**config.mk**
```make
export PLATFORM = sky130hd
export DESIGN_NAME = vga_timing_pipe
export DESIGN_NICKNAME = d
export VERILOG_FILES = /design/src/rtl/vga_timing_pipe_pkg.sv /design/src/rtl/vga_delay_line.sv /design/src/rtl/vga_timing_pipe.sv
export SDC_FILE = /design/constraint.sdc
export NUM_CORES = 1
export LEC_CHECK = 0
export CAP_MARGIN = 20
export CORE_AREA = 2 2 56 69
export CTS_BUF_LIST = sky130_fd_sc_hd__clkbuf_4 sky130_fd_sc_hd__clkbuf_8
export DETAILED_ROUTE_END_ITERATION = 6
export DIE_AREA = 0 0 58 71
export PLACE_DENSITY = 0.9
export SYNTH_ARGS = -nofsm -noshare
export SYNTH_HDL_FRONTEND = slang
export SYNTH_SLANG_ARGS = --single-unit
```
**constraint.sdc**
```tcl
create_clock -name clk -period 1.9 [get_ports clk]
set_input_delay 0.19 -clock clk [delete_from_list [all_inputs] [get_ports clk]]
set_output_delay 0.19 -clock clk [all_outputs]
set_load 0.02 [all_outputs]
```
**src/rtl/vga_timing_pipe_pkg.sv**
```systemverilog
// ---------------------------------------------------------------------------
// vga_timing_pipe_pkg
// Shared constants and types for the VGA timing / pin pipeline.
//   - Default 640x480 timing, colour width and sync polarity.
//   - N_POLY: pixel-core polynomial length, carried over untouched from the
//     original top level so existing users keep compiling.
//   - timing_flags_t: per-pixel flags travelling down the alignment pipe.
//   - sync_level(): maps a raw sync flag to the pin level for a polarity.
// ---------------------------------------------------------------------------
package vga_timing_pipe_pkg;

    localparam int unsigned DEF_WCOLOR   = 6;
    localparam int unsigned DEF_H_ACTIVE = 640;
    localparam int unsigned DEF_H_FP     = 16;
    localparam int unsigned DEF_H_SYNC   = 96;
    localparam int unsigned DEF_H_BP     = 48;
    localparam int unsigned DEF_V_ACTIVE = 480;
    localparam int unsigned DEF_V_FP     = 10;
    localparam int unsigned DEF_V_SYNC   = 2;
    localparam int unsigned DEF_V_BP     = 33;
    localparam int unsigned DEF_SYNC_POL = 0;   // 0 = active-low syncs
    localparam int unsigned N_POLY       = 16;

    localparam int unsigned COORD_W   = 10;     // col/row counter width
    localparam int unsigned MAX_TOTAL = 1024;   // largest total a counter holds
    localparam int unsigned BAR_W     = 3;      // colour-bar index width

    typedef struct packed {
        logic hs;
        logic vs;
        logic active;
    } timing_flags_t;

    // Pin level is the active level when raw=1, its inverse otherwise.
    function automatic logic sync_level(input logic raw, input logic pol);
        return ~(raw ^ pol);
    endfunction

endpackage

```
**src/rtl/vga_delay_line.sv**
```systemverilog
// ---------------------------------------------------------------------------
// vga_delay_line
// Parametrised shift register (WIDTH bits, DEPTH stages) with a shift enable
// and a synchronous clear. DEPTH=0 is a plain wire.
// Ports:
//   clk    in  clock
//   en_i   in  advance all stages by one
//   clr_i  in  synchronous clear of every stage (wins over en_i)
//   d_i    in  WIDTH  data into stage 0
//   q_o    out WIDTH  data out of the last stage
// ---------------------------------------------------------------------------
module vga_delay_line #(
    parameter int unsigned WIDTH = 1,
    parameter int unsigned DEPTH = 1
) (
    input  logic             clk,
    input  logic             en_i,
    input  logic             clr_i,
    input  logic [WIDTH-1:0] d_i,
    output logic [WIDTH-1:0] q_o
);

    generate
        if (DEPTH == 0) begin : g_wire
            assign q_o = d_i;
            // Control inputs have no effect without storage.
            logic unused_ctrl;
            assign unused_ctrl = ^{clk, en_i, clr_i};
        end else begin : g_shift
            logic [WIDTH-1:0] stage_q [DEPTH];

            always_ff @(posedge clk) begin
                if (clr_i) begin
                    for (int i = 0; i < int'(DEPTH); i++) begin
                        stage_q[i] <= '0;
                    end
                end else if (en_i) begin
                    stage_q[0] <= d_i;
                    for (int i = 1; i < int'(DEPTH); i++) begin
                        stage_q[i] <= stage_q[i-1];
                    end
                end
            end

            assign q_o = stage_q[DEPTH-1];
        end
    endgenerate

endmodule

```
**src/rtl/vga_timing_pipe.sv**
```systemverilog
// ---------------------------------------------------------------------------
// vga_timing_pipe
// Configurable VGA timing generator with a sync/blank alignment pipeline and
// a blank-gated, registered colour output stage.
//
// Optional feature macro: VGA_TEST_PATTERN_EN
//   defined   -> test_mode port exists; test_mode=1 replaces pixel_in with
//                colour bars indexed by the delayed col[9:7].
//   undefined -> pixel_out is sourced only from pixel_in.
//
// Ports:
//   clk          in   system clock
//   rst          in   synchronous active-high reset
//   col          out  10      current column, 0..H_TOTAL-1
//   row          out  10      current row, 0..V_TOTAL-1
//   pix_tick     out  1       high on clk cycles where coordinates advance
//   test_mode    in   1       (VGA_TEST_PATTERN_EN only) colour-bar select
//   pixel_in     in   WCOLOR  colour from pixel core, PIPE_DEPTH ticks late
//   pixel_out    out  WCOLOR  registered, blank-gated colour
//   h_sync       out  1       registered, aligned to pixel_out
//   v_sync       out  1       registered, aligned to pixel_out
//   blank        out  1       1 outside the active area, aligned to pixel_out
//   cmd_en       out  1       vblank command window, combinational from row
//   frame_start  out  1       one-clk pulse on the tick entering col=0,row=0
// ---------------------------------------------------------------------------
module vga_timing_pipe
    import vga_timing_pipe_pkg::*;
#(
    parameter int unsigned H_ACTIVE   = DEF_H_ACTIVE,
    parameter int unsigned H_FP       = DEF_H_FP,
    parameter int unsigned H_SYNC     = DEF_H_SYNC,
    parameter int unsigned H_BP       = DEF_H_BP,
    parameter int unsigned V_ACTIVE   = DEF_V_ACTIVE,
    parameter int unsigned V_FP       = DEF_V_FP,
    parameter int unsigned V_SYNC     = DEF_V_SYNC,
    parameter int unsigned V_BP       = DEF_V_BP,
    parameter int unsigned SYNC_POL   = DEF_SYNC_POL,
    parameter int unsigned WCOLOR     = DEF_WCOLOR,
    parameter int unsigned PIPE_DEPTH = 1,
    parameter int unsigned CLK_DIV    = 1,
    parameter int unsigned CMD_GUARD  = 1
) (
    input  logic              clk,
    input  logic              rst,
    output logic [9:0]        col,
    output logic [9:0]        row,
    output logic              pix_tick,
`ifdef VGA_TEST_PATTERN_EN
    input  logic              test_mode,
`endif
    input  logic [WCOLOR-1:0] pixel_in,
    output logic [WCOLOR-1:0] pixel_out,
    output logic              h_sync,
    output logic              v_sync,
    output logic              blank,
    output logic              cmd_en,
    output logic              frame_start
);

    localparam int unsigned H_TOTAL = H_ACTIVE + H_FP + H_SYNC + H_BP;
    localparam int unsigned V_TOTAL = V_ACTIVE + V_FP + V_SYNC + V_BP;

    // Boundaries are held one bit wider than the counters so totals of
    // exactly 1024 compare correctly.
    localparam logic [10:0] H_ACT_C   = 11'(H_ACTIVE);
    localparam logic [10:0] HS_BEGIN  = 11'(H_ACTIVE + H_FP);
    localparam logic [10:0] HS_END    = 11'(H_ACTIVE + H_FP + H_SYNC);
    localparam logic [10:0] V_ACT_C   = 11'(V_ACTIVE);
    localparam logic [10:0] VS_BEGIN  = 11'(V_ACTIVE + V_FP);
    localparam logic [10:0] VS_END    = 11'(V_ACTIVE + V_FP + V_SYNC);
    localparam logic [10:0] CMD_END   = 11'(V_TOTAL - CMD_GUARD);
    localparam logic [9:0]  H_LAST    = 10'(H_TOTAL - 1);
    localparam logic [9:0]  V_LAST    = 10'(V_TOTAL - 1);
    localparam logic [1:0]  DIV_LAST  = 2'(CLK_DIV - 1);
    localparam logic        SYNC_ACT  = (SYNC_POL != 0);

    localparam int unsigned FLAG_W = $bits(timing_flags_t);
`ifdef VGA_TEST_PATTERN_EN
    localparam int unsigned DL_W = FLAG_W + BAR_W;
`else
    localparam int unsigned DL_W = FLAG_W;
`endif

    // ---------------------------------------------------------------------
    // Elaboration-time parameter checks
    // ---------------------------------------------------------------------
    generate
        if (H_TOTAL > MAX_TOTAL) begin : g_bad_h_total
            $error("vga_timing_pipe: H_TOTAL exceeds 1024");
        end
        if (V_TOTAL > MAX_TOTAL) begin : g_bad_v_total
            $error("vga_timing_pipe: V_TOTAL exceeds 1024");
        end
        if (PIPE_DEPTH > 7) begin : g_bad_depth
            $error("vga_timing_pipe: PIPE_DEPTH must be 0..7");
        end
        if (CLK_DIV < 1 || CLK_DIV > 4) begin : g_bad_div
            $error("vga_timing_pipe: CLK_DIV must be 1..4");
        end
        if (CMD_GUARD > V_TOTAL) begin : g_bad_guard
            $error("vga_timing_pipe: CMD_GUARD exceeds V_TOTAL");
        end
    endgenerate

    // ---------------------------------------------------------------------
    // Pixel tick divider and coordinate counters
    // ---------------------------------------------------------------------
    logic [1:0] div_q, div_d;
    logic [9:0] col_q, col_d;
    logic [9:0] row_q, row_d;
    logic       frame_start_q;
    logic       tick;
    logic       col_last;
    logic       row_last;

    assign tick     = (div_q == DIV_LAST);
    assign col_last = (col_q == H_LAST);
    assign row_last = (row_q == V_LAST);

    always_comb begin
        div_d = tick ? 2'd0 : div_q + 2'd1;
        col_d = col_q;
        row_d = row_q;
        if (tick) begin
            if (col_last) begin
                col_d = '0;
                row_d = row_last ? 10'd0 : row_q + 10'd1;
            end else begin
                col_d = col_q + 10'd1;
            end
        end
    end

    always_ff @(posedge clk) begin
        if (rst) begin
            div_q         <= '0;
            col_q         <= '0;
            row_q         <= '0;
            frame_start_q <= 1'b0;
        end else begin
            div_q         <= div_d;
            col_q         <= col_d;
            row_q         <= row_d;
            // Only a counter wrap raises this; a reset to 0,0 does not.
            frame_start_q <= tick & col_last & row_last;
        end
    end

    // ---------------------------------------------------------------------
    // Raw timing flags from the current coordinates
    // ---------------------------------------------------------------------
    logic [10:0]   col_ext;
    logic [10:0]   row_ext;
    timing_flags_t raw_flags;

    assign col_ext = {1'b0, col_q};
    assign row_ext = {1'b0, row_q};

    always_comb begin
        raw_flags.hs     = (col_ext >= HS_BEGIN) && (col_ext < HS_END);
        raw_flags.vs     = (row_ext >= VS_BEGIN) && (row_ext < VS_END);
        raw_flags.active = (col_ext < H_ACT_C) && (row_ext < V_ACT_C);
    end

    // Command window depends on the row only, so it leads the pins.
    assign cmd_en = (row_ext >= V_ACT_C) && (row_ext < CMD_END);

    // ---------------------------------------------------------------------
    // Alignment pipeline: matches the pixel core latency
    // ---------------------------------------------------------------------
    logic [DL_W-1:0] dl_in;
    logic [DL_W-1:0] dl_out;
    timing_flags_t   dly_flags;

`ifdef VGA_TEST_PATTERN_EN
    assign dl_in = {col_q[9:7], raw_flags};
`else
    assign dl_in = raw_flags;
`endif

    vga_delay_line #(
        .WIDTH (DL_W),
        .DEPTH (PIPE_DEPTH)
    ) u_delay (
        .clk   (clk),
        .en_i  (tick),
        .clr_i (rst),
        .d_i   (dl_in),
        .q_o   (dl_out)
    );

    assign dly_flags = timing_flags_t'(dl_out[FLAG_W-1:0]);

    // ---------------------------------------------------------------------
    // Colour source selection
    // ---------------------------------------------------------------------
    logic [WCOLOR-1:0] pix_src;

`ifdef VGA_TEST_PATTERN_EN
    logic [BAR_W-1:0]  bar_idx;
    logic [WCOLOR-1:0] bar_rgb;

    assign bar_idx = dl_out[DL_W-1:FLAG_W];

    // Each index bit is doubled: {b2,b2,b1,b1,b0,b0}. Bits above the six
    // bar bits are zero; narrower colour buses keep the low bits.
    genvar gi;
    generate
        for (gi = 0; gi < int'(WCOLOR); gi++) begin : g_bar
            if (gi < 2 * int'(BAR_W)) begin : g_bit
                assign bar_rgb[gi] = bar_idx[gi/2];
            end else begin : g_zero
                assign bar_rgb[gi] = 1'b0;
            end
        end
    endgenerate

    assign pix_src = test_mode ? bar_rgb : pixel_in;
`else
    assign pix_src = pixel_in;
`endif

    // ---------------------------------------------------------------------
    // Output register stage
    // ---------------------------------------------------------------------
    logic [WCOLOR-1:0] pixel_q, pixel_d;
    logic              hs_q, hs_d;
    logic              vs_q, vs_d;
    logic              blank_q, blank_d;

    always_comb begin
        pixel_d = dly_flags.active ? pix_src : '0;
        hs_d    = sync_level(dly_flags.hs, SYNC_ACT);
        vs_d    = sync_level(dly_flags.vs, SYNC_ACT);
        blank_d = ~dly_flags.active;
    end

    always_ff @(posedge clk) begin
        if (rst) begin
            pixel_q <= '0;
            hs_q    <= ~SYNC_ACT;
            vs_q    <= ~SYNC_ACT;
            blank_q <= 1'b1;
        end else if (tick) begin
            pixel_q <= pixel_d;
            hs_q    <= hs_d;
            vs_q    <= vs_d;
            blank_q <= blank_d;
        end
    end

    assign col         = col_q;
    assign row         = row_q;
    assign pix_tick    = tick;
    assign pixel_out   = pixel_q;
    assign h_sync      = hs_q;
    assign v_sync      = vs_q;
    assign blank       = blank_q;
    assign frame_start = frame_start_q;

endmodule
```
======== Word-level counts from Yosys, hierarchy flattened ========
Memory sizes are Yosys's and may differ from the RTL's.
Index checks and enable logic that the tools add are counted.
word-level totals
  register bits ........................... 32
  RAM bits ................................ 3
  output and inout port bits .............. 32
  memories ................................ 1
  word-level logic and storage cells ...... 45
memory list
  memory                   words  bits a word  read ports  clocked after memory_dff  write ports  RTL line              text
  u_delay.g_shift.stage_q  1      3            1           0                         1            vga_delay_line.sv:30  logic [WIDTH-1:0] stage_q [DEPTH];
cells by class
  bitwise operators ....................... 5
  add/subtract/negate cells ............... 3
  equal/unequal tests ..................... 2
  mux-type cells .......................... 10
  magnitude comparators ................... 8
  reduce and logical (&&, ||, !) cells .... 8
operators with widths
  cell                                                                 number
  less-than comparator 10 bit (second input constant)                  3
  adder 10 x 1 -> 10 bit (second input constant)                       2
  equality test 10 bit (second input constant)                         2
  greater-or-equal comparator 10 x 9 -> 1 bit (second input constant)  2
  less-than comparator 10 x 9 -> 1 bit (second input constant)         2
  2-to-1 mux 10 bit                                                    2
  greater-or-equal comparator 10 bit (second input constant)           1
  2-to-1 mux 1 bit                                                     6
  2-to-1 mux 6 bit                                                     1
  logical AND 1 bit                                                    4
  2-to-1 mux 3 bit                                                     1
  inverter 1 bit                                                       3
  OR reduction 3 bit                                                   1
  adder 2 x 1 -> 2 bit (second input constant)                         1
  AND 1 bit                                                            2
  zero test 2 bit                                                      1
  AND reduction 2 bit                                                  1
  OR reduction 2 bit                                                   1

======== Depth between registers and ports, before layout ========
Gate-level depths: netlist of run 1.
  depth in word-level cells ............... 6
  depth in mapped cells ................... 7

======== Modules after synthesis ========
Synthesis of run 1 repeated with hierarchy kept, for this count alone.
unflattened totals
  cells, all modules ...................... 185
  area total of the unflattened synthesis .. 1640.3 um^2
modules (own cells, without submodules)
  module           area each (um^2)  instances  seq. area each (um^2)  cells each
  vga_timing_pipe  1517.7            1          640.6                  178
  vga_delay_line   122.6             1          90.1                   7

======== Least setup slack after synthesis of run 1 ========
OpenSTA, ideal clock, no wires.
  path kind ............................... reg-to-reg
  start point ............................. register col_q[0], in the netlist col[0]
  end point ............................... register col_q[1], in the netlist col[1]
  arrival ................................. 1679 ps
  setup slack ............................. 93 ps
  cell stages (with the launch flop) ...... 6
  setup time .............................. 128 ps
  buffers on the path ..................... 0
  period minus slack after synthesis ...... 1807 ps
  data required time ...................... 1772 ps
  cells stage by stage .................... dfxtp_1 > ha_1 > nand3_4 > or4b_1 > a31oi_1 > nor2_1
on the way
  word-level cells in the longest chain between the ends .. 2
ends and longest elaborated chain
  element                                                         RTL line                                        text
  start: declaration                                              vga_timing_pipe.sv:109                          logic [9:0] col_q, col_d;
  start signal: assignment                                        vga_timing_pipe.sv:142                          col_q <= col_d;
  adder 10 x 1 -> 10 bit or equality test 10 bit (tied branches)  vga_timing_pipe.sv:129, vga_timing_pipe.sv:117
  2-to-1 mux 10 bit *                                             vga_timing_pipe.sv:125                          if (col_last) begin
Mark *: on every way between the ends. The rest lies on a longest branch, timed or not.
A chain may end at the register's enable or synchronous reset.

======== Worst setup path after layout of run 1 ========
  start point ............................. register row_q[5], in the netlist row[5]
  end point ............................... output cmd_en
on the way
  word-level cells in the longest chain between the ends .. 2
ends and longest elaborated chain
  element                                                                                     RTL line                text
  start: declaration                                                                          vga_timing_pipe.sv:110  logic [9:0] row_q, row_d;
  start signal: assignment                                                                    vga_timing_pipe.sv:143  row_q <= row_d;
  greater-or-equal comparator 10 x 9 -> 1 bit or less-than comparator 10 bit (tied branches)  vga_timing_pipe.sv:166  assign cmd_en = (row_ext >= V_ACT_C) && (row_ext < CMD_END);
  logical AND 1 bit *                                                                         vga_timing_pipe.sv:166
  end: declaration                                                                            vga_timing_pipe.sv:56   output logic cmd_en,
Marks and branches as above.

==> results of run 1 <==
worst paths after layout:
| path | from | to | cells after the start |
|---|---|---|---|
| setup / recovery | row[5] | cmd_en | 5 |
| hold / removal | div_q[0] | div_q[0] | 1 |
| setup reg to reg | col[1] | col[1] | 5 |
| hold reg to reg | div_q[0] | div_q[0] | 1 |
worst reg2reg max path, delay by kind of cell (launching register included):
family | cells | cell delay [ps]
adder cells (fa/ha/maj) | 1 | 330
AO/OA/AOI/OAI | 1 | 180
flip-flops | 1 | 380
AND/OR/NAND/NOR | 3 | 750
registers in the layout, summed over array words and instances (netlist names):
signal                   count
u_delay.g_shift.stage_q      3
div_q                        2
pixel_out                    6
col                         10
h_sync                       1
blank                        1
frame_start                  1
row                         10
v_sync                       1
placed cells by master, fill, tap and decap left out, types with 3 or more instances in the layout:
master / netlist / layout
sky130_fd_sc_hd__a21oi_1: 5 / 5
sky130_fd_sc_hd__a22oi_1: 6 / 6
sky130_fd_sc_hd__and3_1: 3 / 3
sky130_fd_sc_hd__buf_4: 0 / 14
sky130_fd_sc_hd__clkbuf_8: 0 / 5
sky130_fd_sc_hd__clkdlybuf4s50_1: 0 / 37
sky130_fd_sc_hd__dfxtp_1: 32 / 32
sky130_fd_sc_hd__edfxtp_1: 3 / 3
sky130_fd_sc_hd__ha_1: 6 / 6
sky130_fd_sc_hd__inv_1: 14 / 14
sky130_fd_sc_hd__mux2i_1: 4 / 4
sky130_fd_sc_hd__nand2_1: 10 / 10
sky130_fd_sc_hd__nand3_1: 6 / 6
sky130_fd_sc_hd__nand4_1: 6 / 6
sky130_fd_sc_hd__nor2_1: 32 / 32
sky130_fd_sc_hd__nor3_1: 7 / 7
sky130_fd_sc_hd__nor4_1: 5 / 5
sky130_fd_sc_hd__o21ai_0: 4 / 3
sky130_fd_sc_hd__xnor2_1: 10 / 10
sky130_fd_sc_hd__xor2_1: 3 / 3
cell type report:
type / count / area share, %
clock buffer: 6 / 3.36
inverter: 14 / 2.31
tap: 39 / 2.15
sequential: 35 / 32.1
multi-input combinational: 128 / 37.9
clock inverter: 2 / 0.330
timing repair buffer: 53 / 21.8
Yosys cell counts, types with 2 or more instances:
cell,instances
sky130_fd_sc_hd__nand2_1,10
sky130_fd_sc_hd__and3_1,3
sky130_fd_sc_hd__dfxtp_1,32
sky130_fd_sc_hd__a21oi_1,5
sky130_fd_sc_hd__a22oi_1,6
sky130_fd_sc_hd__nor3_1,7
sky130_fd_sc_hd__edfxtp_1,3
sky130_fd_sc_hd__o21ai_0,4
sky130_fd_sc_hd__a31oi_1,2
sky130_fd_sc_hd__xnor2_1,10
sky130_fd_sc_hd__nor3_2,2
sky130_fd_sc_hd__nand2b_1,2
sky130_fd_sc_hd__nor4_4,2
sky130_fd_sc_hd__nor2_1,32
sky130_fd_sc_hd__ha_1,6
sky130_fd_sc_hd__inv_1,14
sky130_fd_sc_hd__clkbuf_1,4
sky130_fd_sc_hd__nand3_1,6
sky130_fd_sc_hd__nor4_1,5
sky130_fd_sc_hd__mux2i_1,4
sky130_fd_sc_hd__nand4_1,6
sky130_fd_sc_hd__xor2_1,3
sky130_fd_sc_hd__buf_2,2
power groups by stage:
| stage | clock network (mW) | registers [mW] | logic [mW] |
|---|---|---|---|
| 2_1_floorplan | 0 | 0.797 | 0.0365 |
| 3_3_place_gp | 0 | 0.781 | 0.105 |
| 3_5_place_dp | 0 | 0.781 | 0.106 |
| 4_1_cts | 0.534 | 0.765 | 0.107 |
| 5_1_grt | 0.571 | 0.765 | 0.115 |
| 6_report | 0.512 | 0.765 | 0.105 |
cell families (layout without fill, tap and decap cells):
| kind of cell | count (synthesis) | count (layout) |
|---|---|---|
| AND/OR/NAND/NOR | 84 | 84 |
| flip-flops | 35 | 35 |
| AO/OA/AOI/OAI | 21 | 21 |
| buffers and inverters | 21 | 75 |
| XOR/XNOR | 13 | 13 |
| adder cells (fa/ha/maj) | 6 | 6 |
| multiplexers | 4 | 4 |
layer usage:
metal	vias up	GRT usage [%]	share of wire, %
li1	742	-	-
met1	667	22.7	44
met2	34	31.1	48
met3	7	6.03	5.1
met4	0	10.1	2.5
met5	-	0	0
timing repair:
action,4_1_cts,5_1_grt
resized for setup,6,6
pin swaps,0,3
endpoints found under the setup margin,2,2
stage by stage:
step / util [%] / hold slack, ps
6_report: 65.3 / 415
5_1_grt: 65.3 / 456
4_1_cts: 64.7 / 419
3_5_place_dp: 62.5 / 409
3_3_place_gp: 62.5 / 400
2_1_floorplan: - / 334
==> implementation parameters, run 1 <==
Parameter                              Value

Run status
  Status ... completed

Finish
  Combined area of the multi-input logic cells ... about 860 um2
  Non-filler cells, final ... roughly 280
  Sequential cell area ... 731 um2
  Final standard cell area without fillers ... 2270 um2
  Nets@finish ... 251
  Area growth, synth to finish ... 36.3%
  Fraction of final layout cells sized beyond drive strength 1 ... 12.6%
  Antenna diodes ... 0
  Number of filler cells placed in the layout ... approximately 290

GRT
  Via count of the first global-routing pass ... 1352
  Number of antenna violations at the first check in global routing ... 0
  Global-route wire length before repair ... 5980 um
  Aggregate global-route resource usage ... 19.3%
  Congestion Overflow GR ... 0
  Maximum number of pins on one net before global-route repair ... 14

Floorplan
  Die area ... 4120 um2
  Total core area ... 3480 um2
  Die span in x ... 58 um
  Count of boundary I/O pins ... 40
  Die Height ... slightly above 70 um
  Initial Utilization ... between 40% and 50%
  Number of rows in the core area ... 24

Synth
  Mux contribution to synthesized area ... 2.40%
  Cell area after synthesis ... 1670 um2
  Part of the Yosys area used for sequential elements ... 43.8%
  EDFF count, synth ... 3
  Proportion of netlist area held by the largest area contributor ... 38.4%
  Synthesized netlist net count ... 198
  Flip-flop and latch count after synthesis ... 35
  Cells taking the most area after synthesis ... sky130_fd_sc_hd__dfxtp_1 38%, sky130_fd_sc_hd__nor2_1 7.2%, sky130_fd_sc_hd__edfxtp_1 5.4%
  Post-synth top area cell ... sky130_fd_sc_hd__dfxtp_1
  Proportion of synthesized flip-flops having asynchronous set or reset ... 0%
  Top FF cell, synth ... sky130_fd_sc_hd__dfxtp_1
  Post-Synth XOR/XNOR Area ... 6.83%
  Post-synthesis compound-gate area fraction ... approximately 8.2%
  Share of synthesized cell area in and, or, nand and nor gates ... 29.0%
  Largest family of logic cells by synthesized area ... simple AND/OR/NAND/NOR gates
  Mean Syn Cell Area ... 9.06 um2
  Synthesized-area fraction occupied by adder cells ... between 4 and 5%
  Number of library cell types mapped by synthesis ... 37
  Gate Count Post-Synth ... 184
  Synth Warn # ... 0

Placement
  Area post-placement ... ~2200 um2
  Post-detail-place hpwl ... 2640 um
  Count of buffers from port buffering ... 39
  Number of instances in the placed design ... 269
  Gp weighted congestion ... 0.825
  Place WS ... -74.5 ps

Route
  Initial drt markers ... 37
  Average wire length per cell after detail routing ... 12.9 um
  Vias per inst ... 5.23
  Post-detailed-route count of antenna-violating nets ... 0
  DR pass1 iterations ... 4
  Number of vias in the routed layout ... 1450
  DRC violations left ... 0
  DRT Wirelength ... 3580 um

Timing
  Largest clock skew in the final design ... 1.66 ps
  Pins Over Slew Limit ... 0
  Final Hold Fails ... 0
  Worst-Margin Slew ... 392 ps
  Ratio of final minimum period to clock period ... 97.9%
  Total of endpoints with negative setup slack in the final report ... 0
  Smallest setup slack after layout ... 39.8 ps
  Fmax ... 538 MHz
  Final critical-path required period ... 1860 ps
  Accumulated negative setup slack ... 0 ps
  Slew margin rel. ... 73.6%

Power
  Total power density per cell area ... 608 nW/um2
  Share of total power in the clock network ... 37.1%
  Worst vdd ir ... 0.546 mV
  Switching fraction of total power ... 22.4%
  Power share of the sequential group ... between 50% and 60%
  Static Leakage ... 0.844 nW
  Part of the power in combinational logic ... 7.6%
  Switching component of the power ... a little over 300 uW
  Internal portion of total power ... 1.07 mW
  Overall power of the completed layout ... 1.38 mW

CTS
  Clock insertion delay at the later pin of the skew report ... 290 ps
  Number of clock buffers inserted by TritonCTS ... 5
  Clock slew at the register clock pins of the worst setup and hold paths ... 60 ps
  Post CTS Setup Buffer Count ... 0
  Sinks on the clock net ... 35
  CTS root buf ... sky130_fd_sc_hd__clkbuf_8
  CTS tree ... done
  Bufs on Longest Clock Path ... 2
  H-Tree Depth ... 2
  Hold buffer count at CTS ... 0

Critical path
  Data arrival time of the critical path ... 1670 ps
  Setup crit start kind ... flop
  Worst path bufs/invs ... 1
  Cell breakdown of the critical path ... or4_4 -> nor3_4 -> nand2_1 -> o21ai_2 -> buf_6
  WS Path Type ... flop to primary output
  Highest-delay cell along the critical path ... sky130_fd_sc_hd__or4_4
  Top fanout value on the critical path ... 3
  Crit path required time ... 1710 ps
  Worst-case register-to-register setup slack ... 150 ps
  Type of element capturing the critical path ... primary output
  Delay of the slowest cell on the worst path ... 550 ps
  Worst path top cell family by delay ... simple AND/OR/NAND/NOR gates

Hold path
  Path class of the lowest-slack min-delay path ... flop to flop

Flow run
  Max-cap check violation count ... 0
Note: power is estimated with default switching activity, not from simulation.
==> run 2, diff against run 1 <==
- CORE_AREA: 2 2 56 69 -> 2 2 62 76
- DIE_AREA: 0 0 58 71 -> 0 0 64 78
- PLACE_DENSITY: 0.9 -> 0.77
==> run 2 against run 1 <==
Compared with the run above: design area is 4.2% higher; critical path depth unchanged; sequential power about the same; clock skew is 3.3 ps higher; largest cell class unchanged; flip-flop and latch count unchanged; combinational power is essentially flat; fmax rose by 5.8%; cell count is 9.0% higher.
==> implementation parameters, run 2 (synthesized netlist as in run 1, its figures left out) <==
Parameter                              Value

Route
  Met1 Routed Length ... 1650 um (+5.0%)
  Met3 routed WL ... 156 um (-14%)
  Highest Signal Layer ... met4
  Vias per inst ... 4.91 (-6.1%)
  DR pass1 iterations ... 4 (unchanged)
  DRT Wirelength ... 3710 um (+3.7%)
  Initial drt markers ... 64 (+73%)
  DRC violations left ... 0 (unchanged)
  Average wire length per cell after detail routing ... 12.3 um (-4.9%)
  Sum of met2 wire segment lengths after detailed routing ... 1820 um (+4.7%)
  Post-detailed-route count of antenna-violating nets ... 0 (unchanged)
  Number of vias in the routed layout ... 1484 (+2.3%)

Finish
  Final standard cell area without fillers ... 2370 um2 (+4.2%)
  Combined area of the multi-input logic cells ... 851 um2 (-1.3%)
  Fraction of final layout cells sized beyond drive strength 1 ... 15.9% (+3.2 points)
  Number of filler cells placed in the layout ... 367 (+27%)
  Nets@finish ... 259 (+3.2%)
  Antenna diodes ... 0 (unchanged)
  Area growth, synth to finish ... 42.0%
  Most frequent cells in the layout ... 37 x sky130_fd_sc_hd__clkdlybuf4s50_1, 32 x sky130_fd_sc_hd__nor2_1, 32 x sky130_fd_sc_hd__dfxtp_1
  Sequential cell area ... 731 um2 (unchanged)
  Commonest non-fill, non-tap cell in the layout ... sky130_fd_sc_hd__clkdlybuf4s50_1

Power
  Part of the power in combinational logic ... 7.0% (-0.6 points)
  Internal portion of total power ... 1.20 mW (+12%)
  Power share of the sequential group ... 49.8% (-5.5 points)
  Worst vdd ir ... 0.609 mV (+11%)
  Static Leakage ... 0.898 nW (+6.3%)
  Share of total power in the clock network ... 43.2% (+6.1 points)
  Switching component of the power ... 335 uW (+8.2%)
  Total power density per cell area ... 648 nW/um2 (+6.6%)
  Switching fraction of total power ... 21.8% (-0.59 points)

GRT
  Number of antenna violations at the first check in global routing ... 0 (unchanged)
  Global-route wire length before repair ... 6440 um (+7.6%)
  Via count of the first global-routing pass ... 1410 (+4.3%)
  Maximum number of pins on one net before global-route repair ... 13 (-1)
  Congestion Overflow GR ... 0 (unchanged)
  Aggregate global-route resource usage ... 16.5% (-2.8 points)

Timing
  Slew margin rel. ... 71.1% (-2.5 points)
  Final Hold Fails ... 0 (unchanged)
  Pins Over Slew Limit ... 0 (unchanged)
  Fmax ... 569 MHz (+5.8%)
  Worst hold margin ... 417 ps (+1.97 ps)
  Setup repair after global routing missed its margin ... yes
  Final critical-path required period ... 1760 ps (-101 ps)
  Worst-Margin Slew ... 432 ps (+40.1 ps)
  Ratio of final minimum period to clock period ... 92.6% (-5.3 points)
  Smallest setup slack after layout ... 141 ps (+101 ps)
  Total of endpoints with negative setup slack in the final report ... 0 (unchanged)
  Largest clock skew in the final design ... 4.96 ps (+3.30 ps)

Floorplan
  Initial Utilization ... 39.7% (-8.1 points)
  Number of rows in the core area ... 26 (+8.3%)
  Count of boundary I/O pins ... 40 (unchanged)
  Die Height ... 78 um (+9.9%)
  Total core area ... 4200 um2 (+20%)
  Die area ... 4990 um2 (+21%)
  Die span in x ... 64 um (+10%)

CTS
  Post CTS Setup Buffer Count ... 0 (unchanged)
  Sinks on the clock net ... 35 (unchanged)
  Hold buffer count at CTS ... 0 (unchanged)
  CTS tree ... done
  Clock insertion delay at the later pin of the skew report ... 290 ps (about the same)
  CTS root buf ... sky130_fd_sc_hd__clkbuf_8
  Bufs on Longest Clock Path ... 2 (unchanged)
  Clock slew at the register clock pins of the worst setup and hold paths ... 70 ps (about the same)
  Number of clock buffers inserted by TritonCTS ... 5 (unchanged)
  H-Tree Depth ... 2 (unchanged)

Run status
  Status ... completed

Placement
  Gp weighted congestion ... 0.851 (+3.2%)
  Post-detail-place hpwl ... 2790 um (+5.3%)
  Place WS ... 3.76 ps (+78.3 ps)
  Area post-placement ... 2260 um2 (+3.7%)
  Count of buffers from port buffering ... 39 (unchanged)

Flow run
  Max-cap check violation count ... 0 (unchanged)

Hold path
  Path class of the lowest-slack min-delay path ... flop to flop

Critical path
  Setup crit start kind ... flop
  Crit path required time ... 2070 ps (+360 ps)
  WS Path Type ... flop to flop
  Type of element capturing the critical path ... flop
  Top fanout value on the critical path ... 5 (+2)
  Data arrival time of the critical path ... 1930 ps (+260 ps)
run 2: changes by cell type in the layout (fill, tap and decap cells not counted), sizes merged:
cell	change
buf	+8
bufinv	+1
clkbuf	-1
run 2: worst paths after layout:
check	start	endpoint	slack, ps	cells after the start
worst min register to register	div_q[0]	div_q[0]	420	1
worst min-delay path	div_q[0]	div_q[0]	420	1
worst max register to register	col[1]	row[7]	140	5
worst max-delay path	col[1]	row[7]	140	5
run 2: timing repair:
item	4_1_cts	5_1_grt
resized for setup	6	3
pin swaps	0	0
cloned	0	0
setup endpoints to repair	2	1
run 2: layout make-up:
type	instances	share of cell area, %
inverters	14	2.22
repair buffers	61	23.3
multi-input cells	128	35.9
clock buffers	5	2.91
flip-flops and latches	35	30.9
clock inverters	3	1.85
well taps	56	2.96
run 2: metrics by stage:
step	total power, mW	TNS (ps)	instances	util [%]
after detailed placement	0.890	0	294	53.8
after floorplan	0.833	0	184	-
final	1.54	0	302	56.4
after global placement	0.889	0	294	53.8
after global routing	1.61	-0.973	302	56.4
after CTS	1.56	0	302	56.5
run 2: power groups by stage:
stage	sequential, mW	combinational (mW)	clock (mW)
6_report	0.765	0.108	0.663
5_1_grt	0.767	0.116	0.727
4_1_cts	0.765	0.109	0.688
3_5_place_dp	0.782	0.108	0
3_3_place_gp	0.781	0.108	0
2_1_floorplan	0.797	0.0365	0
run 2: critical path, cell delays in order, from the launching register on:
cell                       delay, ps
sky130_fd_sc_hd__dfxtp_1         380
sky130_fd_sc_hd__ha_1            320
sky130_fd_sc_hd__nand4b_4        190
sky130_fd_sc_hd__nor4_4          420
sky130_fd_sc_hd__mux2i_1         260
sky130_fd_sc_hd__nor3_2           60
run 2: per-layer routing:
metal / global-route usage [%] / vias up
met3: 3.48 / 7
li1: - / 758
met1: 20.0 / 683
met2: 26.4 / 36
met4: 10.2 / 0
met5: 0 / -
==> edit, RTL diff (config.mk and constraints of run 1) <==
Put one more register stage on the output `blank`, cleared by the reset. The value now appears one clock later. The other outputs are not delayed to match. Comments in the files are not updated.
--- a/src/rtl/vga_timing_pipe.sv
+++ b/src/rtl/vga_timing_pipe.sv
@@ -256,5 +256,11 @@
     assign h_sync      = hs_q;
     assign v_sync      = vs_q;
-    assign blank       = blank_q;
+    always_ff @(posedge clk) begin
+        if (rst) begin
+            blank <= '0;
+        end else begin
+            blank <= blank_q;
+        end
+    end
     assign frame_start = frame_start_q;
 
Behaviour: not the same (a bounded check fails within 4 cycles, from zero or initial values and one cycle with rst high).
==> edit against run 1 <==
Critical path depth unchanged; design area increased by 4.6%; sequential cell count increased by 1; area after synthesis decreased by 1.5%; fmax increased by 0.46%; critical endpoint is now row[8]; hold slack improved by 0.013 ns; setup slack improved by 0.0085 ns; total power increased by 13%; largest cell class unchanged; routed wire length increased by 11%.
==> edit: results (changes against run 1) <==
first-pass GRT wire length=6780 microns (+13%); Post-synth EDFFs=3 (unchanged); hold_ws=0.428 ns (+0.0133 ns); CP Data Arrival Time=2.07 ns (+0.40 ns); Reg2Reg Setup Slack=0.05 ns (-0.10 ns); complex-gate fraction of the synthesized area=9.90% (+1.7 points); top cells by count, synth=33 x dfxtp_1, 21 x nor2_1, 13 x a21oi_1, 12 x inv_1; cell leakage power=0.855 nW (+1.3%); PortBufs=39 (unchanged); Syn Nets=200 (+1.0%); layout cells sized above 1=17.7% (+5.1 points); TritonCTS Buffers=5 (unchanged); HPWL after DPL=2990 microns (+13%); ys flop type=dfxtp_1; final worst-path cycle share=97.5% (-0.45 points); Post-CTS Setup Inserts=0 (unchanged); Worst-Skew Late Latency=0.29 ns (about the same); antenna cell count=0 (unchanged); CP Max Fanout=6 (+3); post-route insts no fill=288 (+4.0%); routability cong.=0.800 (-3.0%); worst min-delay path category=reg -> reg; Post-Synth Adder-Cell Area=4.57% (+0.069 points); Worst-Margin Slew=0.387 ns (-0.00560 ns); H-tree Lvls=2 (unchanged); sequential-to-total area share from yosys stat=45.7% (+1.9 points); largest net degree at the start of global routing=26 (+12); dpl cells=280 (+4.1%); main area contributors after synthesis=dfxtp_1 40%, edfxtp_1 5.5%, nor2_1 4.8%, ha_1 4.6%, a21oi_1 4.0%; via-per-instance ratio=5.50 (+5.1%); final setup violation count=0 (unchanged); clk root buf=clkbuf_8; status=finished clean; vias in the first global route=1565 (+16%); maximum VDD drop=0.679 mV (+24%); Worst Skew=0.00457 ns (+0.00291 ns); Synth Warn #=0 (unchanged); initial DRC count=70 (+89%); clock slew at reported path FFs=0.06 ns (about the same); distinct cell type count after synthesis=37 (unchanged); number of nets in the layout=262 (+4.4%); Total GRT Usage=21.1% (+1.9 points); async set-reset flop share out of synthesis=0% (unchanged); Post-Synthesis Mean Instance Area=8.83 sq um (-2.6%); initial antenna violation count=0 (unchanged); final WL=3980 microns (+11%); DR pass1 iterations=4 (unchanged); post-synthesis mux area share=0.609% (-1.8 points); clock tree buffer depth=2 (unchanged); xor/xnor share of the synthesized area=6.93% (+0.10 points)
edit: stage by stage:
| step | utilization, % | area, sq um | setup WS (ns) |
|---|---|---|---|
| finish | 68.2 | 2380 | 0.0483 |
| global route | 68.2 | 2380 | -0.0258 |
| CTS | 67.9 | 2370 | 0.0211 |
| detailed placement | 64.8 | 2260 | -0.0883 |
| global placement | 64.8 | 2260 | -0.0742 |
| floorplan | - | 1670 | 0.00736 |
edit: metal layers:
metal | part of all wire [%] | GRT usage [%]
met1 | 40 | 23.3
met5 | 0 | 0
met2 | 52 | 36.4
met3 | 6.7 | 5.30
met4 | 2.2 | 11.6
edit: final cells by class:
type                            count  area, sq um
Clock buffer                        6         76.3
Inverter                           12         45.0
Clock inverter                      2         35.0
Timing Repair Buffer               62          557
Tap cell                           39         48.8
Fill cell                         271         1110
Multi-Input combinational cell    131          856
Sequential cell                    36          759
edit: timing repair:
item,in CTS,in global routing
pin swaps,0,0
resized for setup,6,3
setup endpoints to repair,2,2
edit: path summary, 6_finish.rpt:
kind	start	endpoint	cells past startpoint
max reg2reg	col[0]	row[8]	5
max	col[0]	row[8]	5
min reg2reg	div_q[0]	div_q[0]	1
min	div_q[0]	div_q[0]	1
edit: power breakdown:
part           switching [mW]  internal [mW]  total (mW)
Combinational          0.0509         0.0538       0.105
Clock                   0.262          0.403       0.665
Sequential             0.0109          0.778       0.789
Total                   0.323           1.24        1.56
edit: critical path, stage by stage, from the launching register on:
cell     delay [ns]
dfxtp_4        0.38
ha_4           0.17
nand3_1        0.10
or4_4          0.56
or4_1          0.42
a21oi_1        0.15
